==> config.mk <==
export PLATFORM = sky130hd
export DESIGN_NAME = trdb_qual_tracker
export DESIGN_NICKNAME = d
export VERILOG_FILES = /design/src/rtl/trdb_pkg.sv /design/src/rtl/trdb_sat_counter.sv /design/src/rtl/trdb_qual_tracker.sv
export SDC_FILE = /design/constraint.sdc
export NUM_CORES = 1
export LEC_CHECK = 0
export ABC_AREA = 1
export CAP_MARGIN = 20
export CORE_ASPECT_RATIO = 0.7
export CORE_MARGIN = 5
export CORE_UTILIZATION = 42
export DETAILED_ROUTE_END_ITERATION = 8
export HOLD_SLACK_MARGIN = 0.15
export PLACE_DENSITY = 0.82
export SKIP_LAST_GASP = 1
export SLEW_MARGIN = 20
export SYNTH_ARGS = -nofsm -noshare
export SYNTH_HDL_FRONTEND = slang
export SYNTH_SLANG_ARGS = --single-unit
==> constraint.sdc <==
create_clock -name clk_i -period 1.2 [get_ports clk_i]
set_clock_uncertainty 0.05 [all_clocks]
set_input_delay 0.24 -clock clk_i [delete_from_list [all_inputs] [get_ports clk_i]]
set_output_delay 0.24 -clock clk_i [all_outputs]
set_load 0.01 [all_outputs]
==> src/rtl/trdb_pkg.sv <==
// Shared trace-debugger types: address/cause widths and the retired-instruction record.
package trdb_pkg;

  localparam int unsigned XLEN     = 32;
  localparam int unsigned CAUSELEN = 5;

  typedef struct packed {
    logic                valid;
    logic [XLEN-1:0]     addr;
    logic                exc;
    logic [CAUSELEN-1:0] cause;
    logic                qual;
  } trdb_instr_t;

endpackage

==> src/rtl/trdb_sat_counter.sv <==
// Saturating up-counter with synchronous clear; clear wins over increment.
module trdb_sat_counter #(
  parameter int unsigned Width = 16
) (
  input  logic             clk_i,
  input  logic             rst_ni,
  input  logic             inc_i,
  input  logic             clr_i,
  output logic [Width-1:0] cnt_o
);

  logic [Width-1:0] cnt_q, cnt_d;

  always_comb begin
    cnt_d = cnt_q;
    if (clr_i) begin
      cnt_d = '0;
    end else if (inc_i && (cnt_q != {Width{1'b1}})) begin
      cnt_d = cnt_q + Width'(1);
    end
  end

  always_ff @(posedge clk_i) begin
    if (!rst_ni) begin
      cnt_q <= '0;
    end else begin
      cnt_q <= cnt_d;
    end
  end

  assign cnt_o = cnt_q;

endmodule

==> src/rtl/trdb_qual_tracker.sv <==
// One-instruction lookahead window that tags each retired instruction with qualification
// context (first/last qualified, skip count). Skip counter built only with TRDB_SKIP_COUNT_EN.
module trdb_qual_tracker
  import trdb_pkg::*;
#(
  parameter int unsigned SKIPW = 16
) (
  input  logic                clk_i,
  input  logic                rst_ni,
  input  logic                ivalid_i,
  input  logic [XLEN-1:0]     iaddr_i,
  input  logic                iexception_i,
  input  logic [CAUSELEN-1:0] cause_i,
  input  logic                qualified_i,
  input  logic                flush_i,
  output logic                valid_o,
  output logic [XLEN-1:0]     iaddr_o,
  output logic                exception_o,
  output logic [CAUSELEN-1:0] cause_o,
  output logic                qualified_o,
  output logic                first_qualified_o,
  output logic                last_qualified_o,
  output logic [SKIPW-1:0]    skip_cnt_o
);

  trdb_instr_t      nxt_q, nxt_d;
  logic             prev_qual_q, prev_qual_d;
  logic             flush_pend_q, flush_pend_d;
  trdb_instr_t      rec_q, rec_d;
  logic             first_q, first_d;
  logic             last_q, last_d;
  logic [SKIPW-1:0] skip_q, skip_d;

  logic             emit;
  logic             succ_qual;
  logic [SKIPW-1:0] skip_val;

`ifdef TRDB_SKIP_COUNT_EN
  trdb_sat_counter #(
    .Width(SKIPW)
  ) u_skip_cnt (
    .clk_i (clk_i),
    .rst_ni(rst_ni),
    .inc_i (emit & ~nxt_q.qual),
    .clr_i (emit & nxt_q.qual),
    .cnt_o (skip_val)
  );
`else
  assign skip_val = '0;
`endif

  always_comb begin
    emit         = 1'b0;
    succ_qual    = 1'b0;
    nxt_d        = nxt_q;
    prev_qual_d  = prev_qual_q;
    flush_pend_d = flush_pend_q;

    if (ivalid_i) begin
      // Accept beats drain; a pending drain waits until a cycle without input.
      emit         = nxt_q.valid;
      succ_qual    = qualified_i;
      nxt_d.valid  = 1'b1;
      nxt_d.addr   = iaddr_i;
      nxt_d.exc    = iexception_i;
      nxt_d.cause  = cause_i;
      nxt_d.qual   = qualified_i;
      if (flush_i) begin
        flush_pend_d = 1'b1;
      end
      if (emit) begin
        prev_qual_d = nxt_q.qual;
      end
    end else if (flush_i || flush_pend_q) begin
      emit         = nxt_q.valid;
      nxt_d.valid  = 1'b0;
      prev_qual_d  = 1'b0;
      flush_pend_d = 1'b0;
    end
  end

  always_comb begin
    rec_d       = rec_q;
    rec_d.valid = 1'b0;
    first_d     = first_q;
    last_d      = last_q;
    skip_d      = skip_q;
    if (emit) begin
      rec_d       = nxt_q;
      rec_d.valid = 1'b1;
      first_d     = nxt_q.qual & ~prev_qual_q;
      last_d      = nxt_q.qual & ~succ_qual;
      skip_d      = nxt_q.qual ? skip_val : '0;
    end
  end

  always_ff @(posedge clk_i) begin
    if (!rst_ni) begin
      nxt_q        <= '0;
      prev_qual_q  <= 1'b0;
      flush_pend_q <= 1'b0;
      rec_q        <= '0;
      first_q      <= 1'b0;
      last_q       <= 1'b0;
      skip_q       <= '0;
    end else begin
      nxt_q        <= nxt_d;
      prev_qual_q  <= prev_qual_d;
      flush_pend_q <= flush_pend_d;
      rec_q        <= rec_d;
      first_q      <= first_d;
      last_q       <= last_d;
      skip_q       <= skip_d;
    end
  end

  assign valid_o           = rec_q.valid;
  assign iaddr_o           = rec_q.addr;
  assign exception_o       = rec_q.exc;
  assign cause_o           = rec_q.cause;
  assign qualified_o       = rec_q.qual;
  assign first_qualified_o = first_q;
  assign last_qualified_o  = last_q;
  assign skip_cnt_o        = skip_q;

endmodule

Word-level counts from Yosys, hierarchy flattened --
Index checks and enable logic that the tools add are counted.
Word-level totals: bits in registers 84, bits of input ports 43
Cells by class: equal/unequal tests 2, mux-type cells 10, bitwise operators 4, reduce and logical (&&, ||, !) cells 4
Operators with widths (number):
- 40-bit 2-to-1 mux | 1
- 1-bit 2-to-1 mux | 9
- 2-bit by 1-bit inequality test with 1-bit output, second input constant | 2
- 2-bit AND reduction | 2
- 1-bit AND | 2
- 1-bit inverter | 2
- 2-bit nonzero test | 1
- 1-bit logical OR | 1

Longest topological paths before layout --
word-level depth 4, gate-level depth with buffers 8, depth with buffers taken out 6

Least setup slack after synthesis --
No wires, ideal clock.
path kind register -> register, start point register flush_pend_q, end point register rec_q (netlist bit iaddr_o[1]), setup time 0.111 ns, arrival 1.012 ns, required time 1.039 ns, path slack 0.027 ns, stages on the path, launching flop included 9, buffers on the path 2, clock period less this slack 1.173 ns, cells stage by stage dfxtp_1 > nor2_4 > nand2_4 > nand2_2 > inv_2 > buf_6 > buf_8 > nor2_2 > nor2_1
On the way: longest elaborated chain between the ends 3
Ends and longest elaborated chain:
- from (decl) | line trdb_qual_tracker.sv:28 | logic flush_pend_q, flush_pend_d;
- from (signal assigned) | line trdb_qual_tracker.sv:109 | flush_pend_q <= flush_pend_d;
- 1-bit logical OR | line trdb_qual_tracker.sv:74 | end else if (flush_i || flush_pend_q) begin
- 1-bit 2-to-1 mux | line trdb_qual_tracker.sv:74
- 1-bit 2-to-1 mux | line trdb_qual_tracker.sv:59 | if (ivalid_i) begin
- to (signal assigned) | line trdb_qual_tracker.sv:110 | rec_q <= rec_d;
- to (decl) | line trdb_qual_tracker.sv:29 | trdb_instr_t rec_q, rec_d;
No other way between the ends. A chain may end at the register's enable or synchronous reset.

Worst setup path after layout --
start point register flush_pend_q, end point register rec_q (netlist bit iaddr_o[11])
The elaborated chain is that of the path after synthesis.

==> out/qor.yml <==
stdcell_count: 622
dieArea_um2: 9740
synth-adder-area-share_pct: 0
drc: 0
critPathLaunchType: "flip-flop"
critPathRequiredTime_ns: 1.39
grt_max_degree: 59
ys_seq_area_share_pct: 51.1
htreeDepth: 3
synth-xor-area-share_pct: 0
io_buffers: 84
hold_end: "iaddr_o[20]$_SDFFE_PN0P_"
min_from: "rst_ni"
tns_ns: 0
drt_pre_antenna_iters: 4
antenna_found_initial: 0
run_status: "finished, final reports clean"
vias: 2908
synth-simple-area-share_pct: 26.6
synth_top_family_by_area: "simple AND/OR/NAND/NOR gates"
endpoint_kind: "flip-flop"
drtAntennaViolNets: 0
n_antenna_cell: 0
slew_viol_final: 0
grtUsageTotal_pct: 16.5
crit_type: "flip-flop to flip-flop"
reg2reg_from: "flush_pend_q$_SDFFE_PN0P_"
layout-drive-gt1-share_pct: 26.5
r2r-end: "iaddr_o[11]$_SDFFE_PN0P_"
hp-class: "primary input to flip-flop"
maxCapViolCount: 0
wl_mm: 7.97
powerDensity_nw_per_um2: 1340
max_freq_mhz: 886
yosysWarnings: 0
drt_iter0_markers: 120
yosysUniqueCellTypes: 23
synthesis.area_um2: 3290
finalHoldViolations: 0
synth_compound_area_share_pct: 10.8
ctsRootBufferMaster: "clkbuf_8"
holdWs_ns: 0.211
path_max_fanout: 13
grt_pass1_wl_mm: 13.0
synthCells: 427
hpwl_mm: 5.42
pin_count: 101
die_w_um: 116
nFillCells: 753
min_period_ns: 1.13
r2r_cells: 7
ys_ff_latch: 84
setup_viol: 0
clk_pin_slew_ns: 0.08
dp.cells: 598
place_congestion: 0.808
fp-row-count: 27
area_growth_pct: 32.0
worst-endpoint-arrival_ns: 1.31
clock_latency_ns: 0.34
core_um2: 7740
fin_nets: 559
peakVddDrop_mv: 0.587
clockBufferDepth: 2
initial_utilization_pct: 42.6
period_share_pct: 94.0
cts_tree: "done"
placed_cell_area_um2: 4250
grt_remaining_overflow: 0
cts_buffers: 9
stdcell_area_um2: 4350
via_per_inst: 4.68
synth_mux_area_share_pct: 0
rsz0062_at_grt: "no"
grt_pass1_vias: 2885
power.leakage_nw: 1.98
clock_sinks: 84
min_path_cells: 3
die_y_um: 84.1
synth_area_per_cell_um2: 7.71
postCtsHoldBufs: 0
wl_per_cell_um: 12.8
rrSetupSlack_ns: 0.07
-- metrics by stage --
step	power, mW	setup WS, ns	util, %
final	5.84	0.0719	56.2
after global routing	6.14	0.00747	56.2
after CTS	5.90	-0.0317	56.7
after detailed placement	4.14	-0.362	55.0
after global placement	4.11	-0.295	55.0
after floorplan	3.68	0.0267	-
-- report_power, final --
group | internal, mW | switching (mW) | leakage (nW)
logic | 0.452 | 0.498 | 1.19
clock network | 0.813 | 0.987 | 0.0855
registers | 3.00 | 0.0906 | 0.709
-- how the worst max path moves through the flow --
stage,depth (start not counted),endpoint,startpoint
floorplan,8,iaddr_o[1]$_SDFFE_PN0P_,flush_pend_q$_SDFFE_PN0P_
global placement,8,iaddr_o[20]$_SDFFE_PN0P_,flush_i
detailed placement,5,prev_qual_q$_SDFFE_PN0P_,ivalid_i
CTS,1,cause_o[2],cause_o[2]$_SDFFE_PN0P_
global route,7,iaddr_o[11]$_SDFFE_PN0P_,flush_pend_q$_SDFFE_PN0P_
finish,7,iaddr_o[11]$_SDFFE_PN0P_,flush_pend_q$_SDFFE_PN0P_
-- metal layers --
layer | track usage, % | share of wire (%)
met5 | 0 | 0
met4 | 5.06 | 0.77
met3 | 4.35 | 4.8
met2 | 27.4 | 48
met1 | 20.7 | 46
-- flip-flops by register name, indices dropped and copies added (netlist names) --
register	flops
nxt_q	40
cause_o	5
first_qualified_o	1
iaddr_o	32
prev_qual_q	1
flush_pend_q	1
qualified_o	1
valid_o	1
exception_o	1
last_qualified_o	1
-- kinds of logic (layout without fill, tap and decap cells) --
logic type             after synthesis  in the layout
other                                1             16
AND/OR/NAND/NOR                    198            198
AO/OA/AOI/OAI                       71             71
buffers and inverters               73            152
flip-flops                          84             84
-- what timing repair did --
| action | CTS | global route |
|---|---|---|
| setup buffers | 6 | 2 |
| endpoints found under the setup margin | 42 | 38 |
| pin swaps | 0 | 1 |
| resized for setup | 194 | 17 |
-- layout by cell type, fill, tap and decap left out --
master / count
buf_6: 1
clkbuf_8: 10
buf_12: 7
clkinv_2: 1
inv_4: 1
nand3b_1: 15
o21ai_0: 39
o21ai_1: 2
nor2_4: 1
nor2_2: 12
dfxtp_2: 38
nand3_1: 27
clkinvlp_4: 2
inv_1: 25
clkbuf_1: 1
dfxtp_1: 46
inv_2: 1
clkdlybuf4s50_1: 39
nor2_1: 97
nand2_1: 43
clkinv_4: 2
a21oi_1: 30
dlymetal6s2s_1: 2
buf_2: 43
conb_1: 16
nand2_2: 1
buf_4: 17
nand2_4: 1
nor3_1: 1
-- synth_stat cells, drive strengths merged --
master  instances  area share, %
nor3            1           0.15
nor2          110             14
nand2          45            5.4
nand3          27            4.1
nand3b         15            3.4
conb            1           0.11
buf            34            6.9
dfxtp          84             51
clkbuf         12            1.4
a21oi          30            4.6
o21ai          41            6.2
inv            27            3.1
-- area by class of cell --
cell class | instances | area [um2] | area share, %
Sequential cell | 84 | 1730 | 39.8
Inverter | 27 | 104 | 2.39
Multi-Input combinational cell | 285 | 1300 | 29.9
Tap cell | 101 | 126 | 2.91
Timing Repair Buffer | 109 | 910 | 20.9
Clock inverter | 5 | 37.5 | 0.864
Clock buffer | 11 | 141 | 3.25
-- critical path, stage by stage (launching register included) --
cell     delay [ns]
dfxtp_1        0.33
nor2_4         0.11
nand2_4        0.07
nand2_2        0.09
inv_4          0.06
buf_12         0.14
nor2_1         0.11
nor2_1         0.06
(Power assumes the default switching activity.)
